[src/rtl/pipe_stall_ctrl_pkg.sv]
// Shared codes for the stall controller: hazard stop-distance codes, NOP encoding,
// FSM state encodings and the stop-code decoder.
package pipe_stall_ctrl_pkg;

  localparam logic [3:0]  PIP_0STOP  = 4'd0;
  localparam logic [3:0]  PIP_1STOP  = 4'd1;
  localparam logic [3:0]  PIP_2STOP  = 4'd2;
  localparam logic [3:0]  PIP_3STOP  = 4'd3;

  localparam logic [31:0] NOP_INSTR  = 32'h0000_0013;

  localparam logic [0:0]  ST_IDLE    = 1'b0;
  localparam logic [0:0]  ST_STALL   = 1'b1;

  // Codes outside the defined stop distances mean "no stall".
  function automatic logic [1:0] stop_dist(input logic [3:0] code);
    case (code)
      PIP_1STOP: return 2'd1;
      PIP_2STOP: return 2'd2;
      PIP_3STOP: return 2'd3;
      default:   return 2'd0;
    endcase
  endfunction

endpackage

[src/rtl/stall_perf_cnt.sv]
// Free-running PERF_W-bit event counter; wraps silently to zero on overflow.
module stall_perf_cnt #(
  parameter int PERF_W = 32
) (
  input  logic              clk_i,
  input  logic              rst_ni,
  input  logic              inc_i,
  output logic [PERF_W-1:0] count_o
);

  logic [PERF_W-1:0] count_q;
  logic [PERF_W-1:0] count_d;

  // Next count: advance by one on each event cycle.
  always_comb begin
    count_d = count_q;
    if (inc_i) begin
      count_d = count_q + {{(PERF_W-1){1'b0}}, 1'b1};
    end else begin
      count_d = count_q;
    end
  end

  // Count register.
  always_ff @(posedge clk_i or negedge rst_ni) begin
    if (!rst_ni) begin
      count_q <= '0;
    end else begin
      count_q <= count_d;
    end
  end

  assign count_o = count_q;

endmodule

[src/rtl/pipe_stall_ctrl.sv]
// Stall/flush controller for PC, IF/ID and ID/EX. Optional performance counters
// are built when STALL_PERF_CNT_EN is defined.
module pipe_stall_ctrl
  import pipe_stall_ctrl_pkg::*;
#(
  parameter int CNT_W = 2
`ifdef STALL_PERF_CNT_EN
  , parameter int PERF_W = 32
`endif
) (
  input  logic              clk,
  input  logic              rst,
  input  logic [3:0]        stop_info,
  input  logic              redirect,
  output logic              pc_we,
  output logic              ifid_we,
  output logic              ifid_flush,
  output logic              idex_flush,
  output logic              stall_busy
`ifdef STALL_PERF_CNT_EN
  , output logic [PERF_W-1:0] perf_stall_cycles
  , output logic [PERF_W-1:0] perf_flushes
`endif
);

  localparam logic [CNT_W-1:0] CNT_ONE = {{(CNT_W-1){1'b0}}, 1'b1};

  logic [0:0]       state_q, state_d;
  logic [CNT_W-1:0] cnt_q, cnt_d;
  logic [CNT_W-1:0] n_s;
  logic             stall_s;

  // Next-state logic and strobes; redirect overrides any stall.
  always_comb begin
    n_s        = CNT_W'(stop_dist(stop_info));
    state_d    = state_q;
    cnt_d      = cnt_q;
    stall_s    = 1'b0;
    ifid_flush = 1'b0;
    if (redirect) begin
      ifid_flush = 1'b1;
      state_d    = ST_IDLE;
      cnt_d      = '0;
    end else begin
      case (state_q)
        ST_IDLE: begin
          if (n_s != '0) begin
            stall_s = 1'b1;
            cnt_d   = n_s - CNT_ONE;
            state_d = (n_s > CNT_ONE) ? ST_STALL : ST_IDLE;
          end else begin
            cnt_d   = '0;
            state_d = ST_IDLE;
          end
        end
        ST_STALL: begin
          // Count latched at onset governs; stop_info is ignored here.
          stall_s = 1'b1;
          cnt_d   = cnt_q - CNT_ONE;
          if (cnt_q == CNT_ONE) begin
            state_d = ST_IDLE;
          end else begin
            state_d = ST_STALL;
          end
        end
        default: begin
          state_d = ST_IDLE;
          cnt_d   = '0;
        end
      endcase
    end
  end

  // Output strobes; held at idle values while reset is asserted.
  always_comb begin
    pc_we      = 1'b1;
    ifid_we    = 1'b1;
    idex_flush = 1'b0;
    stall_busy = 1'b0;
    if (!rst) begin
      pc_we      = 1'b1;
      ifid_we    = 1'b1;
      idex_flush = 1'b0;
      stall_busy = 1'b0;
    end else begin
      pc_we      = ~stall_s;
      ifid_we    = ~stall_s;
      idex_flush = stall_s | ifid_flush;
      stall_busy = stall_s;
    end
  end

  // FSM state and stall counter.
  always_ff @(posedge clk or negedge rst) begin
    if (!rst) begin
      state_q <= ST_IDLE;
      cnt_q   <= '0;
    end else begin
      state_q <= state_d;
      cnt_q   <= cnt_d;
    end
  end

`ifdef STALL_PERF_CNT_EN
  stall_perf_cnt #(.PERF_W(PERF_W)) u_perf_stall (
    .clk_i   (clk),
    .rst_ni  (rst),
    .inc_i   (stall_busy),
    .count_o (perf_stall_cycles)
  );

  stall_perf_cnt #(.PERF_W(PERF_W)) u_perf_flush (
    .clk_i   (clk),
    .rst_ni  (rst),
    .inc_i   (redirect),
    .count_o (perf_flushes)
  );
`endif

endmodule

[config.mk]
export PLATFORM = sky130hd
export DESIGN_NAME = pipe_stall_ctrl
export DESIGN_NICKNAME = d
export VERILOG_FILES = /design/src/rtl/pipe_stall_ctrl_pkg.sv /design/src/rtl/stall_perf_cnt.sv /design/src/rtl/pipe_stall_ctrl.sv
export SDC_FILE = /design/constraint.sdc
export NUM_CORES = 1
export LEC_CHECK = 0
export ABC_AREA = 0
export CORE_AREA = 4 4 41 43
export CTS_BUF_LIST = sky130_fd_sc_hd__clkbuf_8
export CTS_CLUSTER_SIZE = 28
export DETAILED_ROUTE_END_ITERATION = 10
export DIE_AREA = 0 0 45 47
export PLACE_DENSITY = 0.4
export SYNTH_ARGS = -nofsm -noshare
export SYNTH_HDL_FRONTEND = slang
export SYNTH_SLANG_ARGS = --single-unit
[constraint.sdc]
create_clock -name clk -period 1 [get_ports clk]
set_input_delay 0.2 -clock clk [delete_from_list [all_inputs] [get_ports clk]]
set_output_delay 0.2 -clock clk [all_outputs]
set_load 0.01 [all_outputs]
# After elaboration in Yosys (flattened, before gate mapping)
# Index checks and enable logic that the tools add are counted.
dict set report totals {
  register_bits 3
  input_bits 7
  output_inout_bits 5
  elab_cells 29
}
dict set report op_classes {
  add_sub_neg 2
  magnitude_cmp 1
  n_eq_ne 4
  muxes 16
  n_bitwise 3
  reduce_logical 1
}
# cell count
set op_table {}
lappend op_table {{2-to-1 mux 1 bit} 10}
lappend op_table {{== test 4 x 2 -> 1 bit, second input constant} 2}
lappend op_table {{one-hot mux 2 bit (3 select lines)} 1}
lappend op_table {{== test 4 x 1 -> 1 bit, second input constant} 1}
lappend op_table {{2-to-1 mux 2 bit} 2}
lappend op_table {{one-hot mux 1 bit (2 select lines)} 2}
lappend op_table {{one-hot mux 2 bit (2 select lines)} 1}
lappend op_table {{subtractor 2 x 1 -> 2 bit, second input constant} 2}
lappend op_table {{== test 2 x 1 -> 1 bit, second input constant} 1}
lappend op_table {{greater-than comparator 2 x 1 -> 1 bit, second input constant} 1}
lappend op_table {{NOT 1 bit} 2}
lappend op_table {{nonzero test 2 bit} 1}
lappend op_table {{OR 1 bit} 1}

# Longest topological paths before layout
# Gate-level depths: netlist (run 1).
dict set report logic_depth {
  depth_word 8
  depth_mapped 4
  mapped_depth_nobuf 4
}

# Worst setup path after synthesis (run 1)
# Ideal clock, no wire load.
dict set report synth_timing {
  path_kind {flip-flop to output port}
  from {reg state_q}
  to {out pc_we}
  arrival_ns 1.001
  required_ns 0.800
  slack_ns -0.201
  stages_incl_launch_ff 3
  n_path_buf 1
  cell_sequence {dfrtp_1 o21ai_0 buf_4}
}
dict set report synth_via {
  elab_chain_cells 5
}
# item line
set synth_rtl {}
lappend synth_rtl {{start: declaration} pipe_stall_ctrl.sv:28} ;# logic [0:0] state_q, state_d;
lappend synth_rtl {{start signal: assignment} pipe_stall_ctrl.sv:99} ;# state_q <= state_d;
lappend synth_rtl {{NOT 1 bit} --}
lappend synth_rtl {{one-hot mux 1 bit (2 select lines) (*)} pipe_stall_ctrl.sv:45} ;# case (state_q)
lappend synth_rtl {{2-to-1 mux 1 bit (*)} pipe_stall_ctrl.sv:40} ;# if (redirect) begin
lappend synth_rtl {{NOT 1 bit (*)} --}
lappend synth_rtl {{2-to-1 mux 1 bit (*)} --}
lappend synth_rtl {{end: declaration} pipe_stall_ctrl.sv:15} ;# output logic pc_we,
# Mark *: on every way between the ends. The rest lies on a longest branch, timed or not.

# Worst setup path in the final report (run 1)
dict set report layout_timing {
  from {reg state_q}
  to {out idex_flush}
}
dict set report layout_via {
  elab_chain_cells 5
}
# item line
set layout_rtl {}
lappend layout_rtl {{NOT 1 bit} --}
lappend layout_rtl {{one-hot mux 1 bit (2 select lines) (*)} pipe_stall_ctrl.sv:45}
lappend layout_rtl {{2-to-1 mux 1 bit (*)} pipe_stall_ctrl.sv:40}
lappend layout_rtl {{OR 1 bit (*)} pipe_stall_ctrl.sv:88} ;# idex_flush = stall_s | ifid_flush;
lappend layout_rtl {{2-to-1 mux 1 bit (*)} pipe_stall_ctrl.sv:80} ;# if (!rst) begin
lappend layout_rtl {{end: declaration} pipe_stall_ctrl.sv:18} ;# output logic idex_flush,
# Marks and branches as above.

==> metrics.cfg, run 1 <==
[grt]
antenna_found_initial = 0
grt_pass1_wl_um = 1150
grt_max_degree = 6
first_global_vias = 285
grt_use_total_pct = 8.31
grt_overflow = 0

[synth]
ys_async_sr_fraction_pct = 100
synth_top_flop_cell = dfrtp_1
yosysMostFrequentCell = dfrtp_1
synth.avg_cell_area_um2 = 10.2
synth_area_leader_cell = dfrtp_1
syn_area_um2 = 194
synth_area_leaders = dfrtp_1 39%, a2111oi_2 7.7%, buf_4 7.7%
synth.top_cell.area_share_pct = 38.7
ys_warn_count = 0
yosysSeqAreaShare_pct = 38.7
netlist-cell-type-count = 14
synth_edf_count = 0
synth.net_count = 27
ys_ff_latch = 3
synth_common_cells = 3 x dfrtp_1, 2 x buf_4, 2 x nor2b_1, 2 x o21a_1
synthCells = 19

[pwr]
share_comb_of_total_power_pct = 21.7
p_int_uw = 463
p_leak_uw = 0.000209
p_seq_share_pct = 21.8
p_sw_share_pct = 23.2
power_switching_uw = 140
pwr-share-clk_pct = 56.5
powerDensity_nw_per_um2 = 1340
ir_drop_mv = 0.447
total_power_uw = 603

[floorplan]
ios = 12
die_h_um = 47
die_w_um = 45
core_um2 = 1300
start_util_pct = 14.9
num_rows = 13
dieArea_um2 = 2120

[clocking]
cts_tree = built
h-tree-depth = 1
clk_latency_ps = 220
cts-root-buf = clkbuf_8
cts.sinks = 3
cts_inserted_buffers = 3
clockBufferDepth = 2
clk_pin_slew_ps = 30

[worst_setup_path]
reg2reg_slack_ps = -120
critPathKind = flip-flop to output pin
cp-end-kind = output pin
critPathArrivalTime_ps = 1060
regToRegEndpoint = cnt_q[1]
timing.rr.start = state_q
cp.required_ps = 800
reg2regPathDepth = 5
crit_fanout = 4
start_kind = flip-flop

[layout]
postLayoutCellArea_um2 = 450
fill_cells = 151
layout-drive-gt1-share_pct = 76.2
multi_input_area_um2 = 146
postLayoutCoreUtil_pct = 34.6
fin_nets = 51
seqCellArea_um2 = 76.3
antennaDiodeCount = 0
area_growth_pct = 132

[placed_design]
dpl.hpwl_um = 468
post_dp_cell_area_um2 = 358
port_buffers = 11
gp_routability_congestion = 0.631
pre_cts_slack_ps = -822

[timing]
fmax_mhz = 796
worst_slack_ps = -257
hold_violations = 0
finalSetupViolCount = 7
grt_setup_unrepaired = yes
tns_ps = -893
skew_ps = 1.92
slew_violations = 0
worst_slew_pin_slew_ps = 227
period_share_pct = 126
period_needed_ps = 1260
slew_headroom_pct = 84.8

[detailed_routing]
dr.pass1.iters = 1
drc = 0
drt_iter0_drc = 0
num_vias = 235
ant_nets = 0
wl_per_cell_um = 11.7
via_per_inst = 4.12
wirelength_um = 669

[status]
violations = negative setup slack
status = finished with violations

[run]
cap_violations = 0

[worst_hold_path]
min_path_type = primary input to async pin

cells in the final DEF (no fill, tap or decap), drive strengths merged:
cell,count
inv,2
nor2,1
o31a,1
a2111oi,1
a211oi,1
o21a,2
dlygate4sd2,1
buf,19
nor3,1
a21oi,2
nor2b,2
ha,1
clkdlybuf4s15,1
clkbuf,3
dfrtp,3
o21ai,1
stage by stage:
step | hold WS [ps] | std cells
6_report | 15.5 | 57
5_1_grt | 33.1 | 57
4_1_cts | 17.2 | 56
3_5_place_dp | 494 | 49
3_3_place_gp | 491 | 49
2_1_floorplan | -95.6 | 19
worst max-delay path, stage by stage (launching register included):
cell and delay (ps):
dfrtp_2 420, o31a_2 300, buf_6 120
how the worst max path moves through the flow:
stage            startpoint    endpoint  depth (start not counted)
3_5_place_dp   stop_info[1]  idex_flush                          4
6_report            state_q  idex_flush                          2
2_1_floorplan       state_q       pc_we                          2
3_3_place_gp   stop_info[1]  idex_flush                          4
4_1_cts             state_q  idex_flush                          2
5_1_grt             state_q  idex_flush                          2
area by class of cell:
| cell class | count | area share (%) |
|---|---|---|
| timing repair buffer | 21 | 35.6 |
| multi-input combinational | 13 | 32.5 |
| sequential | 3 | 16.9 |
| clock buffer | 3 | 9.17 |
| tap | 15 | 4.17 |
| clock inverter | 1 | 0.833 |
| inverter | 1 | 0.833 |
flip-flops by register name, indices dropped and copies added, names as in the netlist:
register and count:
cnt_q 2, state_q 1
power groups by stage:
stage | logic (µW) | clock network, µW | registers, µW
final | 131 | 341 | 131
after detailed placement | 107 | 0 | 133
after global routing | 141 | 365 | 132
after floorplan | 38.0 | 0 | 134
after global placement | 106 | 0 | 133
after CTS | 122 | 349 | 131
kinds of logic after synthesis:
family | count (synthesis) | synth area share [%]
AO/OA/AOI/OAI | 8 | 34.2
AND/OR/NAND/NOR | 4 | 11.0
buffers and inverters | 3 | 9.67
flip-flops | 3 | 38.7
adder cells (fa/ha/maj) | 1 | 6.45
per-layer routing:
| metal | global-route usage, % | wire, µm | vias up |
|---|---|---|---|
| li1 | - | - | 114 |
| met5 | 0 | 0 | - |
| met2 | 14.7 | 362 | 14 |
| met3 | 4.60 | 65 | 0 |
| met1 | 7.31 | 241 | 107 |
| met4 | 5.26 | 0 | 0 |
repair_timing:
action,CTS,global route
gates resized for setup,48,3
setup endpoints to repair,8,7
endpoints found under the hold margin,0,0
pin swaps,4,3
buffers inserted,3,1
hold buffers,0,0
No activity file was read; power rests on OpenSTA's default activity.
==> run 2, diff against run 1 <==
HOLD_SLACK_MARGIN = 0.06   (was not set)
TNS_END_PERCENT = 5   (was not set)
==> run 2 against run 1 <==
- the flow still finishes with violations (negative setup slack)
- worst hold slack improved by 290 ps
- first-iteration DRC count up 1
- sequential power about the same
- global-route usage fell by 0.71 points
==> metrics.cfg, run 2 (synthesis gave the netlist of run 1 again) <==
[pwr]
p_int_uw = 454  ; -1.9%
power_switching_uw = 133  ; -4.8%
ir_drop_mv = 0.416  ; -7.1%
share_comb_of_total_power_pct = 19.4  ; -2.3 points
p_leak_uw = 0.000198  ; -5.3%
pwr-share-clk_pct = 58.2  ; +1.7 points
powerDensity_nw_per_um2 = 1410  ; +5.3%
p_seq_share_pct = 22.3  ; +0.5 points
p_sw_share_pct = 22.7  ; -0.53 points

[detailed_routing]
wirelength_um = 629  ; -6.0%
ant_nets = 0  ; unchanged
drc = 0  ; unchanged
via_per_inst = 4.05  ; -1.7%
dr.pass1.iters = 2  ; +1
drt_iter0_drc = 1  ; +1
wl_per_cell_um = 11.2  ; -4.3%
num_vias = 227  ; -3.4%

[grt]
first_global_vias = 259  ; -9.1%
grt_use_total_pct = 7.59  ; -0.71 points
grt_max_degree = 6  ; unchanged
grt_overflow = 0  ; unchanged
antenna_found_initial = 0  ; unchanged
grt_pass1_wl_um = 1040  ; -9.1%

[worst_hold_path]
min_path_type = primary input to flip-flop

[floorplan]
dieArea_um2 = 2120  ; unchanged
start_util_pct = 14.9  ; unchanged
die_w_um = 45  ; unchanged
ios = 12  ; unchanged
core_um2 = 1300  ; unchanged
num_rows = 13  ; unchanged
die_h_um = 47  ; unchanged

[layout]
final_common_cell = buf_4
largestRegisters = cnt_q: 2 flops, state_q: 1 flops
most-common-layout-cells = 8 x buf_4, 7 x buf_2, 3 x clkbuf_8
fin_nets = 50  ; -2.0%
postLayoutCoreUtil_pct = 32.0  ; -2.6 points
area_growth_pct = 115
largest_reg_flops = 2  ; unchanged
layout-drive-gt1-share_pct = 73.2  ; -3.0 points
antennaDiodeCount = 0  ; unchanged
regMostFlops = cnt_q

[timing]
period_needed_ps = 1250  ; -1.89 ps
worst_slew_pin_slew_ps = 266  ; +38.9 ps
finalSetupViolCount = 5  ; -2
worst_slack_ps = -255  ; +1.89 ps
period_share_pct = 125  ; -0.19 points
hold_violations = 0  ; unchanged
slew_headroom_pct = 82.2  ; -2.6 points
skew_ps = 2.26  ; +0.338 ps
slew_violations = 0  ; unchanged
fmax_mhz = 797  ; +0.15%
grt_setup_unrepaired = yes

[clocking]
cts_inserted_buffers = 3  ; unchanged
cts.sinks = 3  ; unchanged
cts_tree = built
cts-root-buf = clkbuf_8
clk_pin_slew_ps = 30  ; about the same
clockBufferDepth = 2  ; unchanged
clk_latency_ps = 220  ; about the same
h-tree-depth = 1  ; unchanged

[placed_design]
port_buffers = 11  ; unchanged
dpl.hpwl_um = 468  ; unchanged
pre_cts_slack_ps = -822  ; unchanged
gp_routability_congestion = 0.631  ; unchanged

[worst_setup_path]
cp-end-kind = output pin
critPathArrivalTime_ps = 1050  ; about the same
crit_fanout = 4  ; unchanged
cp.required_ps = 800  ; about the same
start_kind = flip-flop
critPathKind = flip-flop to output pin

[status]
violations = negative setup slack
status = finished with violations

[run]
cap_violations = 0  ; unchanged

-- run 2: cell types whose count changed in the layout (fill, tap and decap cells not counted), sizes merged --
cell / change
buf: -2
dlygate4sd3: +1
-- run 2: final timing paths --
kind                              start    endpoint  slack [ps]  depth (start not counted)
setup / recovery                state_q  idex_flush        -250                          2
hold / removal             stop_info[0]    cnt_q[0]         310                          3
setup reg to reg                state_q    cnt_q[0]         -60                          2
hold reg to reg                cnt_q[0]    cnt_q[0]         540                          2
max in group asynchronous           rst     state_q         260                          3
min in group asynchronous           rst    cnt_q[0]         580                          3
-- run 2: final cells by class --
class | count | area, µm²
fill | 154 | 885
timing repair buffer | 20 | 148
multi-input combinational | 13 | 125
sequential | 3 | 76.3
clock buffer | 3 | 41.3
tap | 15 | 18.8
clock inverter | 1 | 3.75
inverter | 1 | 3.75
-- run 2: power by group through the flow --
stage / logic [µW] / clock network [µW] / registers, µW
after floorplan: 38.0 / 0 / 134
after global placement: 106 / 0 / 133
after detailed placement: 107 / 0 / 133
after CTS: 110 / 349 / 131
after global routing: 124 / 365 / 132
final: 114 / 342 / 131
-- run 2: timing repair --
action | 4_1_cts | 5_1_grt
hold buffers | 1 | 0
hold endpoints to repair | 3 | 0
resized for setup | 44 | 3
pin swaps | 4 | 0
buffers inserted | 2 | 0
endpoints found under the setup margin | 8 | 7
-- run 2: metrics by stage --
| step | area [µm²] | instances | setup TNS (ps) | hold WS [ps] | power, µW |
|---|---|---|---|---|---|
| floorplan | 199 | 19 | 0 | -95.6 | 172 |
| finish | 417 | 56 | -705 | 307 | 588 |
| detailed placement | 358 | 49 | -4570 | 494 | 239 |
| global placement | 358 | 49 | -4410 | 491 | 239 |
| CTS | 414 | 56 | -745 | 309 | 591 |
| global route | 417 | 56 | -905 | 319 | 621 |
-- run 2: metal layers --
metal,global-route usage [%],vias to the layer above,wire (µm)
met3,4.98,0,61
met5,0,-,0
met4,5.26,0,0
li1,-,112,-
met2,12.7,12,347
met1,6.62,103,220
-- run 2: critical path: stages (launching register included) --
cell     delay (ps)
dfrtp_2         420
o31a_2          300
buf_6           120
